===== config.mk =====
export PLATFORM = sky130hd
export DESIGN_NAME = reg_file_dp
export DESIGN_NICKNAME = d
export VERILOG_FILES = /design/src/rtl/reg_file_dp.sv
export SDC_FILE = /design/constraint.sdc
export NUM_CORES = 1
export LEC_CHECK = 0
export ABC_CLOCK_PERIOD_IN_PS = 6900
export CAP_MARGIN = 20
export CORE_MARGIN = 2
export CORE_UTILIZATION = 35
export DETAILED_ROUTE_END_ITERATION = 7
export HOLD_SLACK_MARGIN = 0.08
export PLACE_DENSITY = 0.55
export SLEW_MARGIN = 20
export SYNTH_ARGS = -nofsm -noshare
export SYNTH_HDL_FRONTEND = slang
export SYNTH_SLANG_ARGS = --single-unit

===== constraint.sdc =====
create_clock -name clk -period 6.9 [get_ports clk]
set_clock_uncertainty 0.1 [all_clocks]
set_input_delay 2.07 -clock clk [delete_from_list [all_inputs] [get_ports clk]]
set_output_delay 2.07 -clock clk [all_outputs]
set_load 0.02 [all_outputs]

===== src/rtl/reg_file_dp.sv =====
// reg_file_dp: configuration register file with one masked write port,
// two independent read ports (A, B), per-entry reset image, optional second
// read stage and a lock bit that write-protects the exported entries.
module reg_file_dp #(
  parameter int DATA_WIDTH = 8,
  parameter int ADDR_WIDTH = 4,
  parameter int DEPTH      = 16,
  parameter int NUM_EXPORT = 4,
  parameter logic [DEPTH*DATA_WIDTH-1:0] RST_VALS =
    (DEPTH*DATA_WIDTH)'(16'h0821) << (2*DATA_WIDTH),
  parameter int LOCK_ADDR  = DEPTH-1,
  parameter int RD_LATENCY = 1
) (
  input  logic                             clk,
  input  logic                             RST,
  input  logic                             WrEn,
  input  logic [ADDR_WIDTH-1:0]            WrAddr,
  input  logic [DATA_WIDTH-1:0]            WrData,
  input  logic [DATA_WIDTH-1:0]            WrMask,
  output logic                             WrErr,
  input  logic                             RdEnA,
  input  logic [ADDR_WIDTH-1:0]            RdAddrA,
  output logic [DATA_WIDTH-1:0]            RdDataA,
  output logic                             RdValidA,
  output logic                             RdErrA,
  input  logic                             RdEnB,
  input  logic [ADDR_WIDTH-1:0]            RdAddrB,
  output logic [DATA_WIDTH-1:0]            RdDataB,
  output logic                             RdValidB,
  output logic                             RdErrB,
  output logic [NUM_EXPORT*DATA_WIDTH-1:0] REGS
);

  localparam logic [ADDR_WIDTH:0] DEPTH_L = (ADDR_WIDTH+1)'(DEPTH);
  localparam logic [ADDR_WIDTH:0] NEXP_L  = (ADDR_WIDTH+1)'(NUM_EXPORT);

  logic [DATA_WIDTH-1:0] mem [DEPTH];

  function automatic logic in_range(input logic [ADDR_WIDTH-1:0] a);
    return {1'b0, a} < DEPTH_L;
  endfunction

  // Decoded mux over the real entries, so addresses past DEPTH never index
  // outside the array.
  function automatic logic [DATA_WIDTH-1:0] entry_at(input logic [ADDR_WIDTH-1:0] a);
    logic [DATA_WIDTH-1:0] v;
    v = '0;
    for (int i = 0; i < DEPTH; i++)
      if (a == ADDR_WIDTH'(i)) v = mem[i];
    return v;
  endfunction

  logic                  lock_on;
  logic                  wr_ok;
  logic [DATA_WIDTH-1:0] wr_merged;

  logic                  rd_en      [2];
  logic [ADDR_WIDTH-1:0] rd_addr    [2];
  logic [DATA_WIDTH-1:0] rd_data_p0 [2];
  logic                  rd_oor_p0  [2];
  logic [DATA_WIDTH-1:0] data_p1    [2];
  logic                  vld_p1     [2];
  logic                  err_p1     [2];
  logic [DATA_WIDTH-1:0] rd_data    [2];
  logic                  rd_vld     [2];
  logic                  rd_err     [2];

  assign rd_en[0]   = RdEnA;
  assign rd_en[1]   = RdEnB;
  assign rd_addr[0] = RdAddrA;
  assign rd_addr[1] = RdAddrB;

  // Write acceptance uses the pre-edge lock bit, so a write that sets the
  // lock is itself accepted; the lock register is never an exported entry.
  always_comb begin
    lock_on   = mem[LOCK_ADDR][0];
    wr_ok     = WrEn && in_range(WrAddr) && !(lock_on && ({1'b0, WrAddr} < NEXP_L));
    wr_merged = (entry_at(WrAddr) & ~WrMask) | (WrData & WrMask);
  end

  // Read stage 0: out-of-range detection plus write-first bypass of an
  // accepted same-address write.
  always_comb begin
    for (int p = 0; p < 2; p++) begin
      rd_oor_p0[p] = !in_range(rd_addr[p]);
      if (rd_oor_p0[p])
        rd_data_p0[p] = '0;
      else if (wr_ok && (WrAddr == rd_addr[p]))
        rd_data_p0[p] = wr_merged;
      else
        rd_data_p0[p] = entry_at(rd_addr[p]);
    end
  end

  // Register array: reset image load, masked merge on accepted writes.
  always_ff @(posedge clk) begin
    if (RST) begin
      for (int i = 0; i < DEPTH; i++)
        mem[i] <= RST_VALS[i*DATA_WIDTH +: DATA_WIDTH];
    end else if (wr_ok) begin
      for (int i = 0; i < DEPTH; i++)
        if (WrAddr == ADDR_WIDTH'(i)) mem[i] <= wr_merged;
    end
  end

  // Write error pulse for the cycle after a rejected request.
  always_ff @(posedge clk) begin
    if (RST) WrErr <= 1'b0;
    else     WrErr <= WrEn && !wr_ok;
  end

  // Stage 0 -> 1: data holds its last value when no request is sampled.
  always_ff @(posedge clk) begin
    for (int p = 0; p < 2; p++) begin
      if (RST) begin
        vld_p1[p]  <= 1'b0;
        err_p1[p]  <= 1'b0;
        data_p1[p] <= '0;
      end else begin
        vld_p1[p] <= rd_en[p];
        err_p1[p] <= rd_en[p] && rd_oor_p0[p];
        if (rd_en[p]) data_p1[p] <= rd_data_p0[p];
      end
    end
  end

  generate
    if (RD_LATENCY == 2) begin : g_lat2
      logic [DATA_WIDTH-1:0] data_p2 [2];
      logic                  vld_p2  [2];
      logic                  err_p2  [2];

      // Stage 1 -> 2: plain delay, no bypass from writes landing later.
      always_ff @(posedge clk) begin
        for (int p = 0; p < 2; p++) begin
          if (RST) begin
            vld_p2[p]  <= 1'b0;
            err_p2[p]  <= 1'b0;
            data_p2[p] <= '0;
          end else begin
            vld_p2[p] <= vld_p1[p];
            err_p2[p] <= err_p1[p];
            if (vld_p1[p]) data_p2[p] <= data_p1[p];
          end
        end
      end
      assign rd_data = data_p2;
      assign rd_vld  = vld_p2;
      assign rd_err  = err_p2;
    end else begin : g_lat1
      assign rd_data = data_p1;
      assign rd_vld  = vld_p1;
      assign rd_err  = err_p1;
    end
  endgenerate

  assign RdDataA  = rd_data[0];
  assign RdValidA = rd_vld[0];
  assign RdErrA   = rd_err[0];
  assign RdDataB  = rd_data[1];
  assign RdValidB = rd_vld[1];
  assign RdErrB   = rd_err[1];

  for (genvar i = 0; i < NUM_EXPORT; i++) begin : g_regs
    assign REGS[i*DATA_WIDTH +: DATA_WIDTH] = mem[i];
  end

endmodule


==> metrics <==
status=complete, no violations; Port Buf Inserts=83; ant diodes=0; worst-margin pin slew=1130 ps; setup_tns=0 ps; number of synthesized flops with an enable pin=128; postcts setup bufs=0; largest net degree at the start of global routing=66; Area contributors post-synth=edfxtp_1 (39%), mux4_2 (6.1%), nor2_1 (5.1%); Ports=86; post-CTS sizing=0; CP arrival=5490 ps; syn avg cell area=9.64 um^2; # hold bufs at CTS=0; GP Congestion=0.995; maximum clock frequency=0.182 GHz; Post-Synth Adder-Cell Area=0%; post-detail-place hpwl=32400 um; Seq/Total Area, Yosys=42.5%; die area=0.0298 mm^2; VDD IR-drop max=0.175 mV; utilization after layout=40.5%; row cnt=61; largest family of logic cells by synthesized area=compound AO/OA/AOI/OAI gates; worst skew pair latency=440 ps; cell taking the most area after synthesis=edfxtp_1; area share of the largest cell type after synthesis=38.7%; chip height=173 um; layout cells sized above 1=11.3%; critical path capture point type=register; Placed Cells=1410; GRT Total Usage=28.8%; Post-route DRC=0; most frequent cells in the layout=nor2_1 (134), edfxtp_1 (128), nand2_1 (79), clkdlybuf4s50_1 (77), a21oi_1 (75); max-slew violations=0; post-synthesis register bit count=147; 1st-iter DRT viols=1520; Crit Path Max Fanout=18; post-route insts no fill=1441; vias in the first global route=8775; Filler cells=2771; Synth Area in Simple Gates=15.6%; via count=9399; Post-Synthesis Cells=1032; Mapped Area=0.00994 mm^2; antenna violations before repair=0; XOR/XNOR Fraction of Synth Area=0.705%; most common cell after layout, fill and taps aside=nor2_1; sum of routed wire length over all layers=43800 um; P&R area growth vs syn=13.4%; first-pass GRT wire length=62200 um; # nets final=1084; crit share post-route=79.6%; Static Leak=3.95 nW; total CTS buffers=17; RSZ-0062 raised after global routing=no; Post-synth ARST share=0%; Core Box Area=0.0279 mm^2; Starting Density=35.7%; WL/cell=30.4 um; dpl ws=1160 ps; Root Driver=clkbuf_16; Worst Path Required=6900 ps; worst relative slew slack=24.7%; CP Launch Type=input port; PwrDens=220 mW/mm^2; Final Hold Viols=0; WS Path Type=input port to register; clk sink count=147; Clock Path Buffers=2; post-route ant nets=0; Hold Crit Class=register to register; Die X=173 um; Unique masters post-synth=79; CTS H-tree depth=4; fin crit period=5490 ps; final setup vio count=0; Synth warnings=0; Max Cap Viol=0; global route overflow=0; 1st-pass router iterations=8; PnR worst setup slack=1410 ps; CTS tree=built; Vias/cell=6.52; mux cell area share after synthesis=11.9%; Fin Hold WS=378 ps; Primary FF master, synth=edfxtp_1; Synth Area in Compound Gates=20.9%; Clock transition at path regs=60 ps
-- kinds of logic after synthesis --
family | after synthesis
compound gates | 312
xor+xnor | 8
buf+inv | 145
flops | 147
mux | 83
other cells | 1
simple gates | 336
-- power by group --
part	leakage [nW]	switching, W	total (W)	internal [W]
clock	0.243	0.000416	0.000878	0.000462
sequential	1.47	0.0000749	0.00110	0.00102
combinational	2.23	0.000322	0.000499	0.000177
-- state kept, by name, indices dropped and copies added (netlist names) --
name	count
mem	128
WrErr	1
RdValidB	1
RdValidA	1
RdDataA	8
RdDataB	8
-- layout make-up --
type                            count  area, um^2  share of cell area [%]
Clock inverter                     13         103                   0.910
Clock buffer                       18         429                    3.81
Timing Repair Buffer              118        1070                    9.46
Sequential cell                   147        4220                    37.5
Inverter                           26        97.6                   0.866
Tap cell                          378         473                    4.19
Multi-Input combinational cell    741        4880                    43.3
-- worst paths after layout --
check,cells past startpoint,to,startpoint,slack (ps)
setup / recovery,8,mem[0][86],WrAddr[3],1410
hold / removal,2,RdDataA[4],RdDataA[4],380
setup reg to reg,7,mem[0][86],mem[0][30],3470
hold reg to reg,2,RdDataA[4],RdDataA[4],380
-- synthesized netlist by cell type (15+ instances only) --
cell type / count
buf_4: 47
clkbuf_1: 15
nor3_1: 23
inv_1: 23
dfxtp_1: 19
o22ai_1: 20
mux4_2: 27
nor2b_1: 21
a21oi_1: 75
nand3_1: 23
edfxtp_1: 128
mux2i_1: 47
nor2_1: 134
o21ai_0: 68
nand2_1: 79
nand2b_1: 15
buf_2: 40
-- worst max-delay path, cell delays in order --
cell             delay, ps
clkdlybuf4s50_1        830
buf_4                  370
nand2b_1               350
a21oi_1                120
o21ai_0                450
a221oi_1               170
a21oi_2                850
nor2_1                 270
-- routing by layer --
| layer | vias up | wire (um) | track usage (%) |
|---|---|---|---|
| li1 | 3920 | - | - |
| met1 | 4612 | 17500 | 40.5 |
| met2 | 729 | 18600 | 41.9 |
| met3 | 138 | 5480 | 7.01 |
| met4 | 0 | 2210 | 13.3 |
| met5 | - | 0 | 0 |
-- per-stage QoR --
stage               cell area [um^2]  total power [W]
detailed placement             10700          0.00159
floorplan                       9950          0.00139
finish                         11300          0.00248
CTS                            11300          0.00245
global placement               10700          0.00159
global route                   11300          0.00253
No activity file was read; power rests on OpenSTA's default activity.
